==> src/rtl/pong_video_renderer.sv <==
// Purpose : VGA raster generator and pixel renderer for the pong game state.
// Latency : one pix_en step from hcount/vcount to hsync/vsync/video_on/rgb.
// Backpr. : none; pix_en low freezes every counter and register.
//
// Ports: clk/rst_n (sync active-low), pix_en pixel-rate enable,
//        x_/y_ paddle and ball corners, scrA/scrB scores, lossA/lossB flags,
//        hsync/vsync (active low), rgb {R,G,B}, video_on, frame_tick,
//        hcount/vcount raster counters.
module pong_video_renderer #(
  parameter int H_ACTIVE = 640,
  parameter int H_FP     = 16,
  parameter int H_SYNC   = 96,
  parameter int H_BP     = 48,
  parameter int V_ACTIVE = 480,
  parameter int V_FP     = 10,
  parameter int V_SYNC   = 2,
  parameter int V_BP     = 33,
  parameter int PAD_W    = 8,
  parameter int PAD_H    = 64,
  parameter int BALL_W   = 8,
  parameter int BALL_H   = 8
) (
  input  logic       clk,
  input  logic       rst_n,
  input  logic       pix_en,
  input  logic [9:0] x_padA,
  input  logic [9:0] y_padA,
  input  logic [9:0] x_padB,
  input  logic [9:0] y_padB,
  input  logic [9:0] x_ball,
  input  logic [9:0] y_ball,
  input  logic [2:0] scrA,
  input  logic [2:0] scrB,
  input  logic       lossA,
  input  logic       lossB,
  output logic       hsync,
  output logic       vsync,
  output logic [2:0] rgb,
  output logic       video_on,
  output logic       frame_tick,
  output logic [9:0] hcount,
  output logic [9:0] vcount
);

  // All raster arithmetic is done in 11 bits so object edges near 1023 clip
  // instead of wrapping back onto the left/top of the screen.
  localparam logic [10:0] H_TOT    = 11'(H_ACTIVE + H_FP + H_SYNC + H_BP);
  localparam logic [10:0] V_TOT    = 11'(V_ACTIVE + V_FP + V_SYNC + V_BP);
  localparam logic [10:0] HA       = 11'(H_ACTIVE);
  localparam logic [10:0] VA       = 11'(V_ACTIVE);
  localparam logic [10:0] HS_START = 11'(H_ACTIVE + H_FP);
  localparam logic [10:0] HS_END   = 11'(H_ACTIVE + H_FP + H_SYNC);
  localparam logic [10:0] VS_START = 11'(V_ACTIVE + V_FP);
  localparam logic [10:0] VS_END   = 11'(V_ACTIVE + V_FP + V_SYNC);
  localparam logic [10:0] PW       = 11'(PAD_W);
  localparam logic [10:0] PH       = 11'(PAD_H);
  localparam logic [10:0] BW       = 11'(BALL_W);
  localparam logic [10:0] BH       = 11'(BALL_H);
  // Field geometry scales with the active width: 320 / 160 / 368 at 640.
  localparam logic [10:0] MID      = 11'(H_ACTIVE / 2);
  localparam logic [10:0] PIP_A_X  = 11'(H_ACTIVE / 4);
  localparam logic [10:0] PIP_B_X  = 11'(H_ACTIVE / 2 + 48);

  // Game state latched once per frame so objects never tear mid-frame.
  logic [9:0] x_pad_a_q, y_pad_a_q, x_pad_b_q, y_pad_b_q, x_ball_q, y_ball_q;
  logic [2:0] scr_a_q, scr_b_q;
  logic       loss_a_q, loss_b_q;

  logic [10:0] hc, vc, pa_off, pb_off;
  logic        last_h, last_v, active;
  logic        ball_hit, pad_a_hit, pad_b_hit, pip_row, pip_a, pip_b;
  logic        centre, bg_red;
  logic [2:0]  rgb_next;

  function automatic logic hit(input logic [9:0] ox, input logic [9:0] oy,
                               input logic [10:0] w, input logic [10:0] h,
                               input logic [10:0] px, input logic [10:0] py);
    logic [10:0] x0, y0;
    x0 = {1'b0, ox};
    y0 = {1'b0, oy};
    return (px >= x0) && (px < x0 + w) && (py >= y0) && (py < y0 + h);
  endfunction

  assign hc     = {1'b0, hcount};
  assign vc     = {1'b0, vcount};
  assign last_h = (hc == H_TOT - 11'd1);
  assign last_v = (vc == V_TOT - 11'd1);
  assign active = (hc < HA) && (vc < VA);

  assign frame_tick = rst_n && pix_en && (hc == HA - 11'd1) && (vc == VA - 11'd1);

  assign ball_hit  = hit(x_ball_q,  y_ball_q,  BW, BH, hc, vc);
  assign pad_a_hit = hit(x_pad_a_q, y_pad_a_q, PW, PH, hc, vc);
  assign pad_b_hit = hit(x_pad_b_q, y_pad_b_q, PW, PH, hc, vc);

  // Pips sit on a 16-px pitch: offset bit 3 clear selects the lit half,
  // offset bits 6:4 give the pip index compared against the score.
  assign pa_off  = hc - PIP_A_X;
  assign pb_off  = hc - PIP_B_X;
  assign pip_row = (vc >= 11'd8) && (vc < 11'd16);
  assign pip_a   = pip_row && (hc >= PIP_A_X) && (pa_off < 11'd128) &&
                   !pa_off[3] && (pa_off[6:4] < scr_a_q);
  assign pip_b   = pip_row && (hc >= PIP_B_X) && (pb_off < 11'd128) &&
                   !pb_off[3] && (pb_off[6:4] < scr_b_q);

  assign centre = ((hc == MID - 11'd1) || (hc == MID)) && !vc[4];
  assign bg_red = (loss_a_q && (hc < MID)) || (loss_b_q && (hc >= MID));

  always_comb begin
    rgb_next = 3'b000;
    if (!active)        rgb_next = 3'b000;
    else if (ball_hit)  rgb_next = 3'b111;
    else if (pad_a_hit) rgb_next = 3'b010;
    else if (pad_b_hit) rgb_next = 3'b001;
    else if (pip_a)     rgb_next = 3'b010;
    else if (pip_b)     rgb_next = 3'b001;
    else if (centre)    rgb_next = 3'b111;
    else if (bg_red)    rgb_next = 3'b100;
  end

  // Raster counters and the registered output stage.
  always_ff @(posedge clk) begin
    if (!rst_n) begin
      hcount   <= '0;
      vcount   <= '0;
      hsync    <= 1'b1;
      vsync    <= 1'b1;
      video_on <= 1'b0;
      rgb      <= 3'b000;
    end else if (pix_en) begin
      if (last_h) begin
        hcount <= '0;
        vcount <= last_v ? 10'd0 : vcount + 10'd1;
      end else begin
        hcount <= hcount + 10'd1;
      end
      hsync    <= !((hc >= HS_START) && (hc < HS_END));
      vsync    <= !((vc >= VS_START) && (vc < VS_END));
      video_on <= active;
      rgb      <= rgb_next;
    end
  end

  // Snapshot on the last pixel of the frame so the next frame sees it from (0,0).
  always_ff @(posedge clk) begin
    if (!rst_n) begin
      x_pad_a_q <= '0; y_pad_a_q <= '0;
      x_pad_b_q <= '0; y_pad_b_q <= '0;
      x_ball_q  <= '0; y_ball_q  <= '0;
      scr_a_q   <= '0; scr_b_q   <= '0;
      loss_a_q  <= 1'b0;
      loss_b_q  <= 1'b0;
    end else if (pix_en && last_h && last_v) begin
      x_pad_a_q <= x_padA; y_pad_a_q <= y_padA;
      x_pad_b_q <= x_padB; y_pad_b_q <= y_padB;
      x_ball_q  <= x_ball; y_ball_q  <= y_ball;
      scr_a_q   <= scrA;   scr_b_q   <= scrB;
      loss_a_q  <= lossA;
      loss_b_q  <= lossB;
    end
  end

endmodule
==> config.mk <==
export PLATFORM = sky130hd
export DESIGN_NAME = pong_video_renderer
export DESIGN_NICKNAME = d
export VERILOG_FILES = /design/src/rtl/pong_video_renderer.sv
export SDC_FILE = /design/constraint.sdc
export NUM_CORES = 1
export LEC_CHECK = 0
export CORE_MARGIN = 10
export CORE_UTILIZATION = 56
export CTS_CLUSTER_SIZE = 12
export DETAILED_ROUTE_END_ITERATION = 16
export GPL_TIMING_DRIVEN = 1
export PLACE_DENSITY = 0.82
export SLEW_MARGIN = 40
export SYNTH_ARGS = -nofsm -noshare
export SYNTH_HDL_FRONTEND = slang
export SYNTH_SLANG_ARGS = --single-unit
export TNS_END_PERCENT = 50
==> constraint.sdc <==
create_clock -name clk -period 3.1 [get_ports clk]
set_clock_uncertainty 0.15 [all_clocks]
set_input_delay 0.62 -clock clk [delete_from_list [all_inputs] [get_ports clk]]
set_output_delay 0.62 -clock clk [all_outputs]
set_load 0.1 [all_outputs]
==> flow_summary.ini <==
[outcome]
status = finished clean

[floorplan]
core-area_mm2 = 0.0121
dieArea_mm2 = 0.0172
die_w_um = 131
placementRows = 40
initial_core_util = 0.574
io_pins = 98
chipHeight_um = 131

[timing]
setup_slack_ns = 0.131
tightest_slew_ns = 0.688
finalCriticalPeriod_ns = 2.97
finalCritPeriodShare = 0.958
setup_viol = 0
hold_viol_final = 0
slew_viol_final = 0
slew_headroom = 0.542
fmax_mhz = 337

[logic_synthesis]
ys_async_sr_fraction = 0
synth_edf_count = 0
synth_area_per_cell_um2 = 8.02
synth_warnings = 0
ys_seq_area_frac = 0.272
ys_ff_latch = 94
synth_nets = 1051
ys_types = 61
syn_inst = 864
netlist_area_mm2 = 0.00693
synth-main-ff-cell = dfxtp_1

[job]
maxCapViolCount = 0

[hold_path]
hp-class = flop to flop

[detailed_routing]
vias_per_cell = 5.58
dr.pass1.iters = 5
routedWlPerCell_um = 16.5
remaining_drc_errors = 0
drt-total-wl_mm = 18.7
vias = 6336
dr.first_iter.drc_count = 328
ant_nets = 0

[clocking]
cts_resized = 0
htree_levels = 3
cts_buffers = 9
clk_latency_ns = 0.35
clkTransAtPathRegs_ns = 0.07
postCtsHoldBufs = 0
cts_root_buf = clkbuf_16
clockBufferDepth = 2
tritoncts = done
post_cts_buffers = 0
cts_num_sinks = 94

[grt]
grt_usage = 0.211
gr-total-overflow = 0
grt_pass1_vias = 6140
grt_max_degree = 78
antenna_found_initial = 0
grt_pass1_wl_mm = 30.3

[finish]
layout_common_cells = nand2_1 (159), ha_1 (115), inv_1 (81), dfxtp_1 (74), clkdlybuf4s50_1 (69)
fin_util = 0.702
multiInputGateArea_mm2 = 0.00463
area_growth_syn_to_layout_pct = 22.3
nets = 1150
final_cell_area_mm2 = 0.00847
drive_gt1_frac = 0.0981
regArea_mm2 = 0.00191
fillers = 1009
antenna_cells = 0
final_common_cell = nand2_1

[place]
hpwl_mm = 14.0
pre_cts_ws_ns = 0.0491
numPortBuffers = 97
place_area_mm2 = 0.00810
globalplace.congestion = 0.926

[setup_path]
crit_path_max_incr_delay_ns = 0.44
cp_max_fo = 5
critPathSlowestCell = a2111oi_1
crit_chain = ha_1 > and3_1 > nand3_1 > xnor2_1 > ha_1 > a2111oi_1 > o21ai_0 > nor2_1 > o221ai_1 > a31o_2 > o21ai_1 > o21ai_0
cp-start-kind = flop
critPathKind = flop to flop
endpoint_kind = flop
arrival_ns = 3.05
cp.required_ns = 3.19

[power_and_ir_drop]
vdd_drop_max_mv = 0.318
p_per_area_mw_per_mm2 = 330
p_leak_uw = 0.00331
==> synth_stat cells (all sizes together) (2+ instances only) <==
master   instances  share of area
o21ai           36          0.026
a21oi           27          0.020
nor2            43          0.024
a211oi           3         0.0033
clkbuf          15         0.0081
a31oi            4         0.0036
mux2i            2         0.0029
nand2b           7         0.0063
nand3b           3         0.0033
and4             2         0.0025
a22oi            2         0.0022
nor2b            9         0.0081
or4              4         0.0049
o22ai            2         0.0018
inv             81          0.044
nor3            17          0.015
dfxtp           94           0.27
nand3           22          0.017
nor4            10         0.0099
a21boi          70          0.076
a2111o           2         0.0033
a21o             7         0.0076
nand4b           2         0.0025
xor2             8          0.010
buf             13          0.013
and3             8         0.0072
nand4           14          0.013
ha             116           0.21
a2111oi          5         0.0072
xnor2           34          0.043
o21a            10          0.011
or3              4         0.0036
o221ai           2         0.0025
a211o            2         0.0025
a32oi            3         0.0038
o211ai           5         0.0054
nand2          160          0.087
and2             4         0.0036
==> worst max-delay path: cells and delay by family, from the launching register on <==
family / cells / cell delay, ns
xor+xnor: 1 / 0.15
simple gates: 3 / 0.45
fa+ha+maj: 2 / 0.43
compound gates: 6 / 1.27
flops: 1 / 0.40
==> cells by family (layout without fill, tap and decap cells) <==
kind of cell    count (synthesis)  count (layout)  synth area share
buf+inv                       109             213            0.0650
xor+xnor                       42              42            0.0531
fa+ha+maj                     116             116             0.210
simple gates                  311             311             0.209
compound gates                189             189             0.187
flops                          94              94             0.272
mux                             3               3           0.00452
==> routing by layer <==
layer / up-vias / share of wire / track usage
met5: - / 0 / 0
met4: 0 / 0.019 / 0.0694
met3: 22 / 0.060 / 0.0553
met2: 190 / 0.48 / 0.356
met1: 2938 / 0.44 / 0.254
li1: 3186 / - / -
==> final cells by class <==
class,count,area share
inverters,81,0.0359
well taps,168,0.0248
clock inverters,3,0.0106
multi-input cells,661,0.547
flip-flops and latches,94,0.225
clock buffers,13,0.0307
repair buffers,116,0.126
==> power breakdown <==
group	total [uW]	internal (uW)	switching, uW	leakage (uW)
clock	1310	834	476	0.000170
sequential	1230	1220	15.1	0.000769
combinational	259	129	131	0.00237
==> sequential cells by signal (all words and copies together) (netlist names) <==
signal / flops
hcount: 10
vcount: 10
x_ball_q: 10
x_pad_a_q: 10
x_pad_b_q: 10
y_ball_q: 10
y_pad_a_q: 10
y_pad_b_q: 10
rgb: 3
scr_a_q: 3
scr_b_q: 3
hsync: 1
loss_a_q: 1
loss_b_q: 1
video_on: 1
vsync: 1
==> path summary, 6_finish.rpt <==
kind	start	to	slack, ns	cells after the start
worst max-delay path	x_pad_a_q[4]$_SDFFE_PN0P_	rgb[2]$_SDFFE_PN0P_	0.13	12
worst min-delay path	y_ball_q[1]$_SDFFE_PN0P_	y_ball_q[1]$_SDFFE_PN0P_	0.31	2
worst max register to register	x_pad_a_q[4]$_SDFFE_PN0P_	rgb[2]$_SDFFE_PN0P_	0.13	12
worst min register to register	y_ball_q[1]$_SDFFE_PN0P_	y_ball_q[1]$_SDFFE_PN0P_	0.31	2
==> through the flow <==
stage	setup TNS, ns	power [uW]	std cells	hold WS [ns]
after floorplan	0	1380	864	0.285
after global placement	0	1510	1120	0.294
after detailed placement	0	1510	1120	0.305
after CTS	0	2820	1136	0.316
after global routing	-0.187	2890	1136	0.332
final	0	2800	1136	0.312
Note: power is estimated with default switching activity, not from simulation.
